--- config.mk ---
export PLATFORM = sky130hd
export DESIGN_NAME = mult_share_arbiter
export DESIGN_NICKNAME = d
export VERILOG_FILES = /design/src/rtl/mult_share_arbiter.sv
export SDC_FILE = /design/constraint.sdc
export NUM_CORES = 1
export LEC_CHECK = 0
export BUFFER_PORTS_ARGS = -buffer_cell sky130_fd_sc_hd__clkbuf_2
export CAP_MARGIN = 30
export CORE_MARGIN = 10
export CORE_UTILIZATION = 35
export DETAILED_ROUTE_END_ITERATION = 8
export PLACE_DENSITY = 0.75
export SLEW_MARGIN = 20
export SYNTH_ARGS = -nofsm -noshare
export SYNTH_HDL_FRONTEND = slang
export SYNTH_SLANG_ARGS = --single-unit
--- constraint.sdc ---
create_clock -name clk -period 1.78 [get_ports clk]
set_input_delay 0.356 -clock clk [delete_from_list [all_inputs] [get_ports clk]]
set_output_delay 0.356 -clock clk [all_outputs]
set_load 0.02 [all_outputs]
--- src/rtl/mult_share_arbiter.sv ---
`default_nettype none
// ============================================================================
//  Module   : mult_share_arbiter
//  Purpose  : Round-robin sharing of one external multiplier among NUM_REQ
//             requesters. Grants are registered, operands are muxed onto the
//             multiplier, and a LATENCY-deep valid/id pipeline tags each
//             product so results come back in issue order with their owner.
//  Revision : 1.0 - initial release
// ============================================================================
module mult_share_arbiter #(
  parameter int NUM_REQ = 4,
  parameter int WIDTH_X = 10,
  parameter int WIDTH_A = 4,
  parameter int LATENCY = 1
) (
  input  logic                            clk,
  input  logic                            reset,
  input  logic [NUM_REQ-1:0]              req,
  input  logic [NUM_REQ*WIDTH_X-1:0]      x_in,
  input  logic [NUM_REQ*WIDTH_A-1:0]      a_in,
  output logic [NUM_REQ-1:0]              ack,
  output logic [WIDTH_X-1:0]              mul_x,
  output logic [WIDTH_A-1:0]              mul_a,
  input  logic [WIDTH_X+WIDTH_A:0]        mul_y,
  output logic [WIDTH_X+WIDTH_A:0]        res,
  output logic                            res_valid,
  output logic [$clog2(NUM_REQ)-1:0]      res_id
);

  localparam int c_id_w = $clog2(NUM_REQ);
  localparam int c_y_w  = WIDTH_X + WIDTH_A + 1;
  // Pointer value that makes requester 0 the first candidate after reset.
  localparam logic [c_id_w-1:0] c_last_rst = c_id_w'(NUM_REQ - 1);

  // Arbitration state and registered grant.
  logic [c_id_w-1:0]  r_last;
  logic [NUM_REQ-1:0] r_ack;
  logic [c_id_w-1:0]  r_ack_id;
  logic [WIDTH_X-1:0] r_mul_x;
  logic [WIDTH_A-1:0] r_mul_a;

  // Issue tags travelling alongside the multiplier pipeline.
  logic [LATENCY-1:0] r_pipe_vld;
  logic [c_id_w-1:0]  r_pipe_id [LATENCY];

  // Result stage.
  logic               r_res_valid;
  logic [c_y_w-1:0]   r_res;
  logic [c_id_w-1:0]  r_res_id;

  // Combinational arbitration results.
  logic [NUM_REQ-1:0] w_elig;
  logic               w_grant_vld;
  logic [c_id_w-1:0]  w_grant_id;
  logic [NUM_REQ-1:0] w_grant_onehot;

  // Round-robin search starting just after the last winner; a requester
  // whose ack is high this cycle is presenting its next operand and must wait.
  always_comb begin
    w_elig         = req & ~r_ack;
    w_grant_vld    = 1'b0;
    w_grant_id     = '0;
    w_grant_onehot = '0;
    for (int k = 1; k <= NUM_REQ; k++) begin
      int                idx;
      logic [c_id_w-1:0] sel;
      idx = (int'(r_last) + k) % NUM_REQ;
      sel = idx[c_id_w-1:0];
      if (!w_grant_vld && w_elig[sel]) begin
        w_grant_vld = 1'b1;
        w_grant_id  = sel;
      end
    end
    if (w_grant_vld) begin
      w_grant_onehot[w_grant_id] = 1'b1;
    end
  end

  // Register the grant and capture the winner's operands; operands and
  // pointer are held when nobody wins so the multiplier inputs stay quiet.
  always_ff @(posedge clk) begin
    if (reset) begin
      r_ack    <= '0;
      r_ack_id <= '0;
      r_last   <= c_last_rst;
      r_mul_x  <= '0;
      r_mul_a  <= '0;
    end else begin
      r_ack <= w_grant_onehot;
      if (w_grant_vld) begin
        r_ack_id <= w_grant_id;
        r_last   <= w_grant_id;
        r_mul_x  <= x_in[w_grant_id*WIDTH_X +: WIDTH_X];
        r_mul_a  <= a_in[w_grant_id*WIDTH_A +: WIDTH_A];
      end
    end
  end

  // Shift issue-valid and owner id so they line up with mul_y.
  always_ff @(posedge clk) begin
    if (reset) begin
      r_pipe_vld <= '0;
      for (int k = 0; k < LATENCY; k++) begin
        r_pipe_id[k] <= '0;
      end
    end else begin
      r_pipe_vld[0] <= |r_ack;
      r_pipe_id[0]  <= r_ack_id;
      for (int k = 1; k < LATENCY; k++) begin
        r_pipe_vld[k] <= r_pipe_vld[k-1];
        r_pipe_id[k]  <= r_pipe_id[k-1];
      end
    end
  end

  // Capture the product when its tag arrives; hold the last result otherwise.
  always_ff @(posedge clk) begin
    if (reset) begin
      r_res_valid <= 1'b0;
      r_res       <= '0;
      r_res_id    <= '0;
    end else begin
      r_res_valid <= r_pipe_vld[LATENCY-1];
      if (r_pipe_vld[LATENCY-1]) begin
        r_res    <= mul_y;
        r_res_id <= r_pipe_id[LATENCY-1];
      end
    end
  end

  assign ack       = r_ack;
  assign mul_x     = r_mul_x;
  assign mul_a     = r_mul_a;
  assign res       = r_res;
  assign res_valid = r_res_valid;
  assign res_id    = r_res_id;

endmodule
`default_nettype wire

==> run summary <==
Peak Freq = 0.599 GHz
Max FO, Critical Path = 32
Hold-fix buffers, CTS = 0
IO buf count = 112
Area leader, netlist = dfxtp_1
Seq pwr share = 0.388
Seq cells post-synth = 43
RSZ-0062 raised after global routing = no
IR drop worst, VDD = 426 uV
Gr usage total = 0.118
WL per Instance = 15.0 um
Worst Skew = 0.00896 ns
Chip Width = 96.1 um
Sw power = 0.000990 W
Clock transition at path regs = 0.08 ns
Antenna-violating nets left = 0
Num CTS Buffers = 5
CTS sink count = 43
Area Overhead vs Synth = 36.1%
Synth unique cells = 30
Commonest cells after routing, fill and taps aside = 112 x clkbuf_2, 45 x mux2i_1, 43 x dfxtp_1
Vias per cell = 4.74
Vias = 1,746
Post-CTS Resized = 0
# diodes = 0
FF/Latch Area = 861 um^2
Minimum clock period after layout = 1.67 ns
Int Pwr = 0.00213 W
Max-cap violation count = 0
Layout Utilization = 0.495
# DRC = 0
Max-Slew Margin vs Limit = 0.774
Global route overflow = 0
Setup_tns = 0 ns
GRT met2 Usage = 0.212
Yosys warning count = 0
CP Launch Type = flip-flop
HPWL after DPL = 4530 um
Fin. max-slew vios = 0
Final cell count without fillers = 368
Detailed-router iteration count before antenna repair = 4
Area of the multi-input gates = 1060 um^2
Total Power = 0.00312 W
Synth top area share = 0.425
Largest net degree at the start of global routing = 33
Met1 usage = 0.125
# Post-CTS Setup Buffers = 0
Worst-Margin Slew = 0.336 ns
Clk Latency, worst-skew pair = 0.29 ns
Met3 Resource Use GR = 0.0451
Rows = 27
Sw frac = 0.318
Final-stage net count = 372
Cell Count Post-Placement = 360
Hold Path Class = input port to flip-flop
Core area = 5570 um^2
Leakage power = 1.36 nW
Fill count = 567
Synth Net Count = 258
Routed WL = 5520 um
H-Tree Depth = 2
CP endpoint kind = flip-flop
Power share of the clock group = 0.282
Cell Area, Synth = 2030 um^2
Cell count after synthesis = 181
Combinational share of power = 0.330
Power per cell area = 1130 nW/um^2
Number of DRC markers in iteration 0 = 46
Initial antenna violation count = 0
Starting Density = 0.363
Place WS = 0.0475 ns
Reg2Reg Setup Slack = 0.11 ns
Most common cell after layout, fill and taps aside = clkbuf_2
Share of cells above drive strength 1 = 0.497
Vias in the first global route = 1,890
Status = complete, no violations
Busiest grt layer = met2
Post-synthesis sequential area ratio = 0.425
Final worst-path cycle share = 0.937
Setup ws final = 0.112 ns
CP Class = flip-flop to flip-flop
Final Hold Viols = 0
Die H = 96.1 um
CTS max path bufs = 2
Final setup violation count = 0
Critical Path AT = 1.85 ns
Synth top area cells = dfxtp_1 42%, mux2i_1 22%, o221ai_2 6.7%
CTS tree = done
First-pass GRT wire length = 8840 um
CP Data Required Time = 1.96 ns
Root buf cell = clkbuf_8
GPL Wtd Cong = 0.756
IO Pins = 113
Die footprint = 9230 um^2
Avg Inst Size Synth = 11.2 um^2
==> power by group through the flow <==
stage / clock network (W) / logic [W] / registers, W
after CTS: 0.000910 / 0.00105 / 0.00121
after global routing: 0.000948 / 0.00112 / 0.00123
after global placement: 0 / 0.00103 / 0.00123
final: 0.000879 / 0.00103 / 0.00121
after detailed placement: 0 / 0.00105 / 0.00123
after floorplan: 0 / 0.000631 / 0.00138
==> layer usage <==
layer / wire length [um] / vias up
met5: 0 / -
met4: 55 / 0
met3: 406 / 7
met2: 2970 / 53
met1: 2090 / 811
li1: - / 875
==> cell usage after synthesis (all sizes together) <==
cell    instances
mux2i          45
dfxtp          43
nor2           22
nand2          19
o221ai         16
buf             9
a21oi           5
nor2b           5
and2b           3
o21ai           3
clkbuf          2
nand2b          2
nor4            2
a211o           1
inv             1
nand3b          1
o22ai           1
o32a            1
==> state kept, by name, indices dropped and copies added (netlist names) <==
name and cells:
res_id 2, res_valid 1, ack 4, mul_x 10
r_ack_id 2, mul_a 4, res 15, r_pipe_id 2
r_last 2, r_pipe_vld 1
==> critical path, stage by stage, from the launching register on <==
cell and delay [ns]:
dfxtp_1 0.35, nand2b_4 0.17, o32a_4 0.36, nand2_8 0.25
mux2i_1 0.29, o221ai_2 0.12
==> cell families (layout without fill, tap and decap cells) <==
kind of cell           after synthesis  count (layout)  synth area share
AND/OR/NAND/NOR                     54              54             0.151
multiplexers                        45              45             0.222
flip-flops                          43              43             0.425
AO/OA/AOI/OAI                       27              27             0.152
buffers and inverters               12             127            0.0494
==> final timing paths <==
| check | start | to | cells past startpoint |
|---|---|---|---|
| worst max-delay path | ack[1]$_SDFF_PP0_ | mul_x[5]$_SDFFE_PP0P_ | 5 |
| worst min-delay path | mul_y[2] | res[2]$_SDFFE_PP0P_ | 3 |
| worst max register to register | ack[1]$_SDFF_PP0_ | mul_x[5]$_SDFFE_PP0P_ | 5 |
| worst min register to register | r_ack_id[1]$_SDFFE_PP0P_ | r_ack_id[1]$_SDFFE_PP0P_ | 2 |
==> layout make-up <==
| type | instances | share of cell area |
|---|---|---|
| Multi-Input combinational cell | 126 | 0.386 |
| Inverter | 1 | 0.00136 |
| Sequential cell | 43 | 0.312 |
| Tap cell | 72 | 0.0327 |
| Timing Repair Buffer | 118 | 0.220 |
| Clock buffer | 6 | 0.0263 |
| Clock inverter | 2 | 0.0218 |
==> through the flow <==
stage | hold slack (ns) | instance area (um^2)
after floorplan | 0.432 | 2030
after global placement | 0.440 | 2630
after detailed placement | 0.450 | 2630
after CTS | 0.288 | 2760
after global routing | 0.290 | 2760
final | 0.293 | 2760
Power figures use the tool's default switching activity.
